**src/rtl/ex_stage.sv**
```systemverilog
// ex_stage: execute stage of the RV32IM pipeline.
// The forwarding muxes pick operands A and B, and a single-cycle ALU/multiplier
// computes the result. DIV/DIVU/REM/REMU use a restoring divider that retires
// one bit per cycle and holds the upstream stages through stall_ex. The stage
// registers ctrl, rd, pc4, the result and the store data into EX/MEM.
// Ports:
//   clk, reset_n            clock, async active-low reset
//   valid_ex, flush         live instruction / kill it
//   ctrl_ex, alu_op         control bits passed to MEM, operation select
//   alu_src, fwd_a, fwd_b   operand B source, forwarding selects
//   rs1_data, rs2_data, imm, rd_ex, pc4_ex, wb_data   datapath inputs
//   stall_ex                hold IF/ID/EX this cycle
//   ctrl_mem, rd_mem, pc4_mem, alu_result, write_data1   EX/MEM register
module ex_stage #(
  parameter int DIV_BITS = 32
) (
  input  logic        clk,
  input  logic        reset_n,
  input  logic        valid_ex,
  input  logic        flush,
  input  logic [4:0]  ctrl_ex,
  input  logic [4:0]  alu_op,
  input  logic        alu_src,
  input  logic [1:0]  fwd_a,
  input  logic [1:0]  fwd_b,
  input  logic [31:0] rs1_data,
  input  logic [31:0] rs2_data,
  input  logic [31:0] imm,
  input  logic [31:0] rd_ex,
  input  logic [31:0] pc4_ex,
  input  logic [31:0] wb_data,
  output logic        stall_ex,
  output logic [4:0]  ctrl_mem,
  output logic [31:0] rd_mem,
  output logic [31:0] pc4_mem,
  output logic [31:0] alu_result,
  output logic [31:0] write_data1
);
  localparam int CW = $clog2(DIV_BITS + 1);

  typedef enum logic [1:0] {IDLE, BUSY, DONE} div_state_t;

  div_state_t  state;
  logic [CW-1:0] cnt;
  logic [31:0] quo, rem, dvs, a_orig;
  logic        neg_q, neg_r, by_zero, want_rem;

  // operand selection
  logic [31:0] op_a, op_bf, op_b;
  always_comb begin
    case (fwd_a)
      2'b01:   op_a = alu_result;
      2'b10:   op_a = wb_data;
      default: op_a = rs1_data;
    endcase
    case (fwd_b)
      2'b01:   op_bf = alu_result;
      2'b10:   op_bf = wb_data;
      default: op_bf = rs2_data;
    endcase
  end
  assign op_b = alu_src ? imm : op_bf;

  // One 64x64 multiplier. Each operand is sign- or zero-extended according to
  // the op, so the low 64 bits of the product are exact for all signedness
  // combinations. MUL uses the low word, and the low word does not depend on
  // the extension.
  logic        a_sx, b_sx;
  logic [63:0] prod;
  assign a_sx = ((alu_op == 5'd12) || (alu_op == 5'd13)) && op_a[31];
  assign b_sx = (alu_op == 5'd12) && op_b[31];
  assign prod = {{32{a_sx}}, op_a} * {{32{b_sx}}, op_b};

  logic [31:0] alu_comb;
  always_comb begin
    case (alu_op)
      5'd0:  alu_comb = op_a + op_b;
      5'd1:  alu_comb = op_a - op_b;
      5'd2:  alu_comb = op_a << op_b[4:0];
      5'd3:  alu_comb = {31'b0, $signed(op_a) < $signed(op_b)};
      5'd4:  alu_comb = {31'b0, op_a < op_b};
      5'd5:  alu_comb = op_a ^ op_b;
      5'd6:  alu_comb = op_a >> op_b[4:0];
      5'd7:  alu_comb = $unsigned($signed(op_a) >>> op_b[4:0]);
      5'd8:  alu_comb = op_a | op_b;
      5'd9:  alu_comb = op_a & op_b;
      5'd10: alu_comb = op_b;
      5'd11: alu_comb = prod[31:0];
      5'd12, 5'd13, 5'd14: alu_comb = prod[63:32];
      default: alu_comb = 32'h0;
    endcase
  end

  logic is_div, div_signed, a_neg, b_neg;
  assign is_div     = (alu_op >= 5'd15) && (alu_op <= 5'd18);
  assign div_signed = (alu_op == 5'd15) || (alu_op == 5'd17);
  assign a_neg      = div_signed && op_a[31];
  assign b_neg      = div_signed && op_b[31];

  // The stall is combinational so that upstream holds in the same cycle the
  // divide is seen. A flush or reset drops it at once.
  assign stall_ex = reset_n && !flush &&
                    (((state == IDLE) && valid_ex && is_div) || (state == BUSY));

  // One restoring step: shift the next dividend bit into the partial
  // remainder and subtract if it fits.
  logic [32:0] sh, diff;
  assign sh   = {rem, quo[31]};
  assign diff = sh - {1'b0, dvs};

  // Sign correction and special cases. Overflow (-2^31 / -1) needs no special
  // handling: |A|/1 = 0x80000000 and the two signs cancel.
  logic [31:0] q_fix, r_fix, div_res;
  always_comb begin
    q_fix = neg_q ? (32'h0 - quo) : quo;
    r_fix = neg_r ? (32'h0 - rem) : rem;
    if (by_zero) begin
      q_fix = 32'hFFFF_FFFF;
      r_fix = a_orig;
    end
    div_res = want_rem ? r_fix : q_fix;
  end

  always_ff @(posedge clk or negedge reset_n) begin
    if (!reset_n) begin
      state    <= IDLE;
      cnt      <= '0;
      quo      <= '0;
      rem      <= '0;
      dvs      <= '0;
      a_orig   <= '0;
      neg_q    <= 1'b0;
      neg_r    <= 1'b0;
      by_zero  <= 1'b0;
      want_rem <= 1'b0;
    end else if (flush) begin
      state <= IDLE;
    end else begin
      case (state)
        IDLE: if (valid_ex && is_div) begin
          quo      <= a_neg ? (32'h0 - op_a) : op_a;
          dvs      <= b_neg ? (32'h0 - op_b) : op_b;
          rem      <= '0;
          a_orig   <= op_a;
          neg_q    <= a_neg ^ b_neg;
          neg_r    <= a_neg;
          by_zero  <= (op_b == 32'h0);
          want_rem <= (alu_op == 5'd17) || (alu_op == 5'd18);
          cnt      <= CW'(DIV_BITS);
          state    <= BUSY;
        end
        BUSY: begin
          if (!diff[32]) begin
            rem <= diff[31:0];
            quo <= {quo[30:0], 1'b1};
          end else begin
            rem <= sh[31:0];
            quo <= {quo[30:0], 1'b0};
          end
          cnt <= cnt - CW'(1);
          if (cnt == CW'(1)) state <= DONE;
        end
        default: state <= IDLE;
      endcase
    end
  end

  // EX/MEM register. During a stall only ctrl changes, to a bubble.
  always_ff @(posedge clk or negedge reset_n) begin
    if (!reset_n) begin
      ctrl_mem    <= '0;
      rd_mem      <= '0;
      pc4_mem     <= '0;
      alu_result  <= '0;
      write_data1 <= '0;
    end else if (stall_ex) begin
      ctrl_mem <= '0;
    end else begin
      ctrl_mem    <= (valid_ex && !flush) ? ctrl_ex : 5'b0;
      rd_mem      <= rd_ex;
      pc4_mem     <= pc4_ex;
      alu_result  <= (state == DONE) ? div_res : alu_comb;
      write_data1 <= op_bf;
    end
  end
endmodule
```
**config.mk**
```make
export PLATFORM = sky130hd
export DESIGN_NAME = ex_stage
export DESIGN_NICKNAME = d
export VERILOG_FILES = /design/src/rtl/ex_stage.sv
export SDC_FILE = /design/constraint.sdc
export NUM_CORES = 2
export LEC_CHECK = 0
export CORE_ASPECT_RATIO = 1.1
export CORE_MARGIN = 5
export CORE_UTILIZATION = 65
export DETAILED_ROUTE_END_ITERATION = 10
export DONT_BUFFER_PORTS = 1
export MAX_ROUTING_LAYER = met4
export PLACE_DENSITY = 0.86
export RECOVER_POWER = 25
export REMOVE_ABC_BUFFERS = 1
export SLEW_MARGIN = 40
export SYNTH_ARGS = -nofsm -noshare
export SYNTH_HDL_FRONTEND = slang
export SYNTH_SLANG_ARGS = --single-unit
```
**constraint.sdc**
```tcl
create_clock -name clk -period 11.3 [get_ports clk]
set_input_delay 1.695 -clock clk [delete_from_list [all_inputs] [get_ports clk]]
set_output_delay 1.695 -clock clk [all_outputs]
set_load 0.02 [all_outputs]
```
==> impl_metrics.env <==
export IMPL_run_status="finished, violations left"
export IMPL_failed_checks="design-rule violations"
export IMPL_globalplace_congestion=1.21
export IMPL_grt_setup_unrepaired="no"
export IMPL_post_drt_via_cell_ratio=7.04
export IMPL_finalHoldViolCount=0
export IMPL_timing_max_transition_violations_final=0
export IMPL_die_height_um=337
export IMPL_routed_wl_um=307000
export IMPL_gr_usage_all_layers_pct=60.1
export IMPL_fmax_mhz=89.1
export IMPL_placement_rows=119
export IMPL_timing_critical_path_to_type="flop"
export IMPL_final_layout_size_suffix_gt1_share_pct=8.49
export IMPL_place_port_buffers=0
export IMPL_clock_sink_count=273
export IMPL_yosys_register_bits=273
export IMPL_most_common_layout_cells="1,296 x sky130_fd_sc_hd__nand2_1, 1,256 x sky130_fd_sc_hd__inv_1, 1,128 x sky130_fd_sc_hd__fa_1"
export IMPL_critical_path_slowest_cell="sky130_fd_sc_hd__a2111oi_0"
export IMPL_ioPinCount=345
export IMPL_postLayoutCoreUtil_pct=70.8
export IMPL_min_delay_worst_endpoint="a_orig[25]$_DFFE_PN0P_"
export IMPL_grt_overflow=0
export IMPL_total_die_area_um2=103000
export IMPL_clkSlewWorstSetupHoldPaths_ns=0.07
export IMPL_synthCells=7605
export IMPL_synth_cell_type_count=114
export IMPL_cpMostUsedCell="sky130_fd_sc_hd__fa_1"
export IMPL_drtPass1Iterations=11
export IMPL_classification_of_the_worst_slack_hold_path="flop to flop"
export IMPL_cts_inserted_buffers=30
export IMPL_count_of_flip_flops_with_a_built_in_enable_after_synthesis=0
export IMPL_rr_startpoint="alu_result[11]$_DFFE_PN0N_"
export IMPL_ff_latch_area_um2=6830
export IMPL_cts_tree="yes"
export IMPL_worst_skew_pair_late_latency_ns=0.62
export IMPL_maxCapViolCount=0
export IMPL_slowest_delay_ns=0.90
export IMPL_hold_startpoint="a_orig[25]$_DFFE_PN0P_"
export IMPL_grt_max_degree=275
export IMPL_synthesis_area_um2=63100
export IMPL_top_flip_flop_cell_by_instance_count_after_synthesis="sky130_fd_sc_hd__dfrtp_1"
export IMPL_drt_drc_violations_left=28
export IMPL_chip_width_um=307
export IMPL_period_minus_slack_ns=11.22
export IMPL_clock_tree_htree_level_count=1
export IMPL_worstMarginPinSlew_ns=1.03
export IMPL_area_growth_pct=7.83
export IMPL_r2r_cells=26
export IMPL_hpwl_reported_at_the_end_of_detailed_placement_um=237000
export IMPL_timing_critical_path_from_type="input pin"
export IMPL_total_setup_violations_reported_at_the_end_of_the_flow=0
export IMPL_crit_required_ns=11.73
export IMPL_antenna_left=0
export IMPL_syn_mean_instance_area_um2=8.30
export IMPL_worst_clock_skew_ns=0.0304
export IMPL_via_count=62900
export IMPL_worstPathArrival_ns=11.65
export IMPL_num_nets_final=9278
export IMPL_ctsRootBufferMaster="sky130_fd_sc_hd__clkbuf_16"
export IMPL_core_area_um2=96000
export IMPL_rr_endpoint="alu_result[26]$_DFFE_PN0N_"
export IMPL_most_frequent_standard_cell_in_the_layout_excluding_fill_and_tap_cells="sky130_fd_sc_hd__nand2_1"
export IMPL_fillerInstances=7272
export IMPL_multi_input_area_um2=49900
export IMPL_wire_per_inst_um=34.4
export IMPL_hold_path_depth=2
export IMPL_initialDrtViolationCount=10600
export IMPL_regToRegSetupSlack_ns=1.14
export IMPL_worst_slew_margin_rel_pct=29.8
export IMPL_timing_worst_setup_path_type="input pin to flop"
export IMPL_grt_pass1_vias=63000
export IMPL_grt_first_pass_wirelength_um=434000
export IMPL_postSynth_asyncResetShare_pct=100
export IMPL_yosysWarningCount=0
export IMPL_grt_antenna_before_repair=25
export IMPL_clock_tree_buffer_depth=3
export IMPL_fraction_of_the_yosys_area_taken_by_sequential_cells_pct=10.8
export IMPL_final_min_period_over_clock_period_pct=99.3
export IMPL_critical_path_max_fanout=19
export IMPL_initial_core_utilization_pct=65.7
==> through the flow <==
| step | hold WS [ns] | TNS, ns | instances | worst slack, ns | cell area, um2 |
|---|---|---|---|---|---|
| 6_report | 0.482 | 0 | 8927 | 0.0776 | 68000 |
| 5_1_grt | 0.502 | 0 | 8913 | 0.115 | 68000 |
| 4_1_cts | 0.481 | 0 | 8878 | 0.565 | 67800 |
| 3_5_place_dp | 0.469 | -0.0618 | 8822 | -0.0446 | 66700 |
| 3_3_place_gp | 0.456 | 0 | 8820 | 0.106 | 66600 |
| 2_1_floorplan | 0.445 | -107.83 | 7137 | -3.74 | 61100 |
==> Yosys cell counts (60+ instances only) <==
master | instances | area share, %
sky130_fd_sc_hd__nand3_1 | 73 | 0.58
sky130_fd_sc_hd__nor2_1 | 638 | 3.8
sky130_fd_sc_hd__nand2_1 | 1301 | 7.7
sky130_fd_sc_hd__a21oi_1 | 288 | 2.3
sky130_fd_sc_hd__o21ai_0 | 337 | 2.7
sky130_fd_sc_hd__ha_1 | 351 | 7.0
sky130_fd_sc_hd__xnor2_1 | 164 | 2.3
sky130_fd_sc_hd__inv_1 | 1261 | 7.5
sky130_fd_sc_hd__a21o_1 | 60 | 0.71
sky130_fd_sc_hd__fa_1 | 1128 | 36
sky130_fd_sc_hd__xor2_1 | 62 | 0.86
sky130_fd_sc_hd__mux2i_1 | 139 | 2.2
sky130_fd_sc_hd__dfrtp_1 | 273 | 11
sky130_fd_sc_hd__a22oi_1 | 77 | 0.92
sky130_fd_sc_hd__o21ai_1 | 75 | 0.59
sky130_fd_sc_hd__clkbuf_1 | 334 | 2.0
==> worst max-delay path: cells and delay by family <==
family | cells | cell delay (ns)
fa+ha+maj | 10 | 4.02
compound gates | 8 | 2.45
buf+inv | 6 | 1.77
simple gates | 4 | 1.49
xor+xnor | 1 | 0.21
==> worst max path at each step <==
stage / startpoint / endpoint / depth (start not counted)
4_1_cts: fwd_a[0] / alu_result[26]$_DFFE_PN0N_ / 29
6_report: fwd_a[0] / alu_result[26]$_DFFE_PN0N_ / 29
3_5_place_dp: fwd_a[0] / alu_result[26]$_DFFE_PN0N_ / 29
5_1_grt: fwd_b[0] / alu_result[31]$_DFFE_PN0N_ / 34
2_1_floorplan: fwd_b[0] / alu_result[25]$_DFFE_PN0N_ / 28
3_3_place_gp: fwd_a[0] / alu_result[26]$_DFFE_PN0N_ / 29
==> sequential cells by signal, summed over array words and instances, names as in the netlist <==
name,count
rem,32
write_data1,32
dvs,32
state,2
pc4_mem,32
ctrl_mem,5
quo,32
by_zero,1
cnt,6
want_rem,1
rd_mem,32
neg_r,1
a_orig,32
neg_q,1
alu_result,32
==> cells by family (layout without fill, tap and decap cells) <==
family | count (synthesis) | count (layout) | synth area share [%]
XOR/XNOR | 227 | 227 | 3.18
AND/OR/NAND/NOR | 2312 | 2312 | 15.2
flip-flops | 273 | 273 | 10.8
multiplexers | 155 | 155 | 2.52
buffers and inverters | 1755 | 1762 | 10.8
other | 0 | 45 | 0
AO/OA/AOI/OAI | 1404 | 1404 | 14.7
adder cells (fa/ha/maj) | 1479 | 1479 | 42.8
==> layout make-up <==
type | instances | share of cell area, %
multi-input combinational | 5577 | 73.4
sequential | 273 | 10.0
inverter | 1287 | 7.12
timing repair buffer | 419 | 5.30
tap | 1270 | 2.34
clock buffer | 39 | 1.23
clock inverter | 17 | 0.406
antenna | 45 | 0.166
==> what timing repair did <==
action / 4_1_cts / 5_1_grt
resized for setup: 0 / 3
endpoints found under the setup margin: 0 / 6
setup buffers: 0 / 1
hold buffers: 0 / 0
==> per-layer routing <==
layer / share of wire (%) / GRT usage, % / vias to the layer above
met4: 14 / 55.2 / 0
met3: 16 / 26.6 / 2484
met5: 0 / - / -
li1: - / - / 24300
met2: 40 / 80.6 / 6173
met1: 30 / 66.6 / 29900
Power is left out: the tool's default activity adds up to more than one toggle a clock period on the data nets, which glitch-free logic cannot reach.
